--- config.mk ---
export PLATFORM = sky130hd
export DESIGN_NAME = divider_32_bit
export DESIGN_NICKNAME = d
export VERILOG_FILES = /design/src/rtl/divider_32_bit.sv
export SDC_FILE = /design/constraint.sdc
export NUM_CORES = 1
export LEC_CHECK = 0
export ABC_AREA = 1
export CORE_MARGIN = 2
export CORE_UTILIZATION = 30
export CTS_BUF_LIST = sky130_fd_sc_hd__clkbuf_4 sky130_fd_sc_hd__clkbuf_8 sky130_fd_sc_hd__clkbuf_16
export CTS_CLUSTER_SIZE = 25
export DETAILED_ROUTE_END_ITERATION = 10
export DONT_BUFFER_PORTS = 1
export GPL_ROUTABILITY_DRIVEN = 0
export GPL_TIMING_DRIVEN = 0
export SLEW_MARGIN = 20
export SYNTH_ARGS = -nofsm -noshare
export SYNTH_HDL_FRONTEND = slang
export SYNTH_SLANG_ARGS = --single-unit
--- constraint.sdc ---
create_clock -name clk -period 3.05 [get_ports clk]
set_input_delay 0.61 -clock clk [delete_from_list [all_inputs] [get_ports clk]]
set_output_delay 0.61 -clock clk [all_outputs]
set_load 0.01 [all_outputs]
--- src/rtl/divider_32_bit.sv ---
// Iterative restoring divider for MIPS DIV/DIVU: one quotient bit per clock,
// quotient to LO and remainder to HI, start/busy/done handshake.
module divider_32_bit #(
    parameter int WIDTH = 32
) (
    input  logic             clk,
    input  logic             reset_n,
    input  logic             start,
    input  logic             signed_op,
    input  logic [WIDTH-1:0] a,
    input  logic [WIDTH-1:0] b,
    output logic             busy,
    output logic             done,
    output logic [WIDTH-1:0] quotient,
    output logic [WIDTH-1:0] remainder,
    output logic             div_by_zero
);

    // state | meaning
    // IDLE  | waiting for start
    // CALC  | one shift-and-subtract step per cycle, WIDTH cycles
    // FIX   | apply result signs and register the outputs
    // DONE  | done pulse; a new start is accepted here as in IDLE
    typedef enum logic [1:0] {
        S_IDLE,
        S_CALC,
        S_FIX,
        S_DONE
    } state_t;

    localparam logic [5:0] CNT_INIT = 6'(WIDTH);

    state_t           r_state;
    logic [5:0]       r_cnt;
    logic [WIDTH-1:0] r_rem;
    logic [WIDTH-1:0] r_dvd;
    logic [WIDTH-1:0] r_divisor;
    logic             r_q_neg;
    logic             r_r_neg;
    logic             r_dbz;
    logic             r_busy;
    logic             r_done;
    logic [WIDTH-1:0] r_quotient;
    logic [WIDTH-1:0] r_remainder;
    logic             r_div_by_zero;

    logic [WIDTH-1:0] w_a_mag;
    logic [WIDTH-1:0] w_b_mag;
    logic [WIDTH:0]   w_rem_sh;
    logic [WIDTH:0]   w_trial;
    logic             w_trial_neg;

    // |MIN| wraps to MIN, which is the correct magnitude read as unsigned
    assign w_a_mag     = (signed_op && a[WIDTH-1]) ? -a : a;
    assign w_b_mag     = (signed_op && b[WIDTH-1]) ? -b : b;
    assign w_rem_sh    = {r_rem, r_dvd[WIDTH-1]};
    assign w_trial     = w_rem_sh - {1'b0, r_divisor};
    assign w_trial_neg = w_trial[WIDTH];

    always_ff @(posedge clk or negedge reset_n) begin
        if (!reset_n) begin
            r_state       <= S_IDLE;
            r_cnt         <= '0;
            r_rem         <= '0;
            r_dvd         <= '0;
            r_divisor     <= '0;
            r_q_neg       <= 1'b0;
            r_r_neg       <= 1'b0;
            r_dbz         <= 1'b0;
            r_busy        <= 1'b0;
            r_done        <= 1'b0;
            r_quotient    <= '0;
            r_remainder   <= '0;
            r_div_by_zero <= 1'b0;
        end else begin
            r_done <= 1'b0;
            case (r_state)
                S_IDLE, S_DONE: begin
                    if (start) begin
                        r_dvd     <= w_a_mag;
                        r_divisor <= w_b_mag;
                        r_q_neg   <= signed_op & (a[WIDTH-1] ^ b[WIDTH-1]);
                        r_r_neg   <= signed_op & a[WIDTH-1];
                        r_dbz     <= (b == '0);
                        r_rem     <= '0;
                        r_cnt     <= CNT_INIT;
                        r_busy    <= 1'b1;
                        r_state   <= S_CALC;
                    end else begin
                        r_state <= S_IDLE;
                    end
                end
                S_CALC: begin
                    r_rem <= w_trial_neg ? w_rem_sh[WIDTH-1:0] : w_trial[WIDTH-1:0];
                    r_dvd <= {r_dvd[WIDTH-2:0], ~w_trial_neg};
                    r_cnt <= r_cnt - 6'd1;
                    if (r_cnt == 6'd1) begin
                        r_state <= S_FIX;
                    end
                end
                S_FIX: begin
                    // remainder sign fix alone restores the original a when b==0
                    if (r_dbz) begin
                        r_quotient <= '1;
                    end else begin
                        r_quotient <= r_q_neg ? -r_dvd : r_dvd;
                    end
                    r_remainder   <= r_r_neg ? -r_rem : r_rem;
                    r_div_by_zero <= r_dbz;
                    r_busy        <= 1'b0;
                    r_done        <= 1'b1;
                    r_state       <= S_DONE;
                end
                default: begin
                    r_state <= S_IDLE;
                end
            endcase
        end
    end

    assign busy        = r_busy;
    assign done        = r_done;
    assign quotient    = r_quotient;
    assign remainder   = r_remainder;
    assign div_by_zero = r_div_by_zero;

endmodule

==> flow_summary.json <==
{
  "failed_checks": "hold timing",
  "final_util": 0.335,
  "critPathCaptureType": "flop",
  "post-cts-setup-buffers": 0,
  "vias": 13444,
  "grt_use_total": 0.189,
  "synth.area.top_cells": "dfrtp_1, nand2_1, inv_1",
  "n_antenna_cell": 0,
  "syn2layout_area_growth_pct": 10.0,
  "fin_crit_sh": 0.902,
  "drive_above_1_share": 0.0405,
  "drt_first_pass_iters": 5,
  "cts_resized": 0,
  "slew_headroom": 0.475,
  "synth_cells": 2118,
  "clockRootBuffer": "clkbuf_16",
  "first_global_vias": 12736,
  "startpoint": "r_state[0]",
  "rsz0062_at_grt": "false",
  "syn-cell-area_mm2": 0.0135,
  "cp_slowest_cell": "nor2_1",
  "worstSetupPathType": "flop to flop",
  "cts_buffers": 17,
  "wl_per_cell_um": 16.2,
  "cts-root-to-sink-buffers": 2,
  "arrival_ps": 3100,
  "fin_nets": 2246,
  "reg2reg_from": "r_state[0]",
  "syn_area_per_cell_um2": 6.36,
  "synth-seq-cells": 174,
  "met1_usage": 0.254,
  "power_density_mw_per_mm2": 831,
  "grt_pass1_wl_um": 69400,
  "maxCapViolCount": 0,
  "drt_iter0_drc": 1162,
  "critPathMaxFanout": 10,
  "setup_viol": 0,
  "rrSetupSlack_ps": 300,
  "whs_ps": -161,
  "grt_use_met2": 0.291,
  "status": "finished with violations",
  "finalHoldViolCount": 174,
  "drt_wl_total_um": 44300,
  "clock.fmax_mhz": 364,
  "grt_max_degree": 175,
  "avgViaCountPerCell": 4.90,
  "clk_latency_ps": 460,
  "rows": 77,
  "clock_skew_ps": 17.2,
  "busiest_layer": "met2",
  "ys_seq_area_frac": 0.323,
  "slew_viol_final": 0,
  "seq_area_mm2": 0.00435,
  "synth.distinct_cells": 47,
  "crit_buf_inv": 5,
  "path_delay_family": "buffers and inverters",
  "leakage_nw": 7.71,
  "synth_edf_count": 0,
  "synth_ff_type": "dfrtp_1",
  "path_common_cell": "inv_1",
  "fp.dieArea_mm2": 0.0466,
  "core-area_mm2": 0.0443,
  "peakVddDrop_uv": 441,
  "start_util": 0.304,
  "path_cells": "inv_1 > ha_1 > clkbuf_1 > inv_1 > nor2_1 > clkbuf_1 > nand3_1 > nand2_1 > inv_1",
  "syn_nets": 2227,
  "setup_tns_ps": 0,
  "tightest_slew_ps": 784,
  "yosys_warnings": 0,
  "netlist.area_leader.share": 0.323,
  "htree_num_levels": 4,
  "grt_use_met3": 0.0554,
  "gr-total-overflow": 0,
  "drc_errors": 0,
  "clkSinkCount": 174,
  "fin_crit_ps": 2750,
  "ant_nets": 0,
  "io_pins": 135,
  "synthTopCellsByCount": "nand2_1, inv_1, nand3_1",
  "async_flop_share": 1.00,
  "synth_top_area_cell": "dfrtp_1",
  "worstRegToRegCells": 9,
  "fillers": 4877,
  "portBuffers": 0,
  "antenna_found_initial": 1,
  "cp_slowest_stage_delay_ps": 640,
  "yosysMostFrequentCell": "nand2_1",
  "die_w_um": 216,
  "multi_input_area_mm2": 0.00761,
  "path_clk_slew_ps": 80,
  "cts_tree": "built",
  "dpl.hpwl_um": 36300,
  "die_h_um": 216,
  "critPathLaunchType": "flop",
  "worstPathRequired_ps": 3400,
  "rr_endpoint": "quotient[30]",
  "min_path_type": "input port to asynchronous set/reset pin"
}
==> cells in the final DEF, fill, tap and decap left out, types with 4 or more instances in the layout <==
master | synthesis | layout
a21oi_1 | 76 | 76
a31oi_1 | 25 | 25
buf_1 | 6 | 6
buf_2 | 8 | 8
buf_6 | 4 | 4
clkbuf_1 | 41 | 41
clkbuf_16 | 0 | 17
dfrtp_1 | 174 | 174
ha_1 | 40 | 40
inv_1 | 322 | 322
inv_2 | 6 | 6
nand2_1 | 638 | 638
nand2_2 | 9 | 9
nand2_4 | 6 | 6
nand3_1 | 208 | 208
nand3b_1 | 20 | 20
nand4_1 | 28 | 28
nor2_1 | 206 | 206
nor3_1 | 29 | 29
o211ai_1 | 18 | 18
o21ai_0 | 136 | 136
o21ai_1 | 4 | 4
o21ai_2 | 4 | 4
o21bai_1 | 7 | 7
o221ai_1 | 4 | 4
o22ai_1 | 12 | 12
o31ai_1 | 4 | 4
or2_2 | 5 | 5
xnor2_1 | 11 | 11
xor2_1 | 42 | 42
==> final cells by class <==
class	instances	area share
multi-input cells	1554	0.513
well taps	592	0.0499
plain buffers	62	0.0191
flip-flops and latches	174	0.294
clock buffers	19	0.0305
inverters	328	0.0830
clock inverters	12	0.0108
==> where the power goes <==
| part | internal, W | total (W) | leakage (nW) | switching [W] |
|---|---|---|---|---|
| combinational | 0.00183 | 0.00594 | 5.22 | 0.00411 |
| sequential | 0.00318 | 0.00405 | 2.20 | 0.000879 |
| clock | 0.00134 | 0.00233 | 0.300 | 0.000998 |
| total | 0.00634 | 0.0123 | 7.71 | 0.00599 |
==> routing by layer <==
metal	routed length (µm)	share of wire	vias up
li1	-	-	6838
met3	3820	0.086	63
met4	1080	0.024	2
met1	20400	0.46	6128
met5	13	0.00029	-
met2	19000	0.43	413
==> flip-flops by register name, indices dropped and copies added (netlist names) <==
signal,count
r_rem,32
quotient,32
r_dvd,32
r_state,2
r_q_neg,1
r_r_neg,1
r_divisor,32
r_cnt,6
r_dbz,1
div_by_zero,1
busy,1
done,1
remainder,32
==> through the flow <==
step,total power (W),std cells,cell area [µm²],setup slack (ps)
after floorplan,0.00810,2118,13500,840
after global placement,0.00985,2710,14200,341
final,0.0123,2741,14800,299
after CTS,0.0123,2741,14800,336
after global routing,0.0134,2741,14800,94.4
after detailed placement,0.00998,2710,14200,345
==> logic make-up after synthesis <==
kind of cell / share of synthesized area
flip-flops: 0.323
adder cells (fa/ha/maj): 0.0386
AO/OA/AOI/OAI: 0.122
multiplexers: 0.000835
buffers and inverters: 0.112
AND/OR/NAND/NOR: 0.368
XOR/XNOR: 0.0344
==> how the worst max path moves through the flow <==
stage	cells past startpoint	slack, ps	end
2_1_floorplan	18	840	r_rem[13]
3_3_place_gp	9	340	quotient[30]
3_5_place_dp	9	340	quotient[30]
4_1_cts	9	340	quotient[30]
5_1_grt	9	90	quotient[18]
6_report	9	300	quotient[30]
No activity file was read; power rests on OpenSTA's default activity.
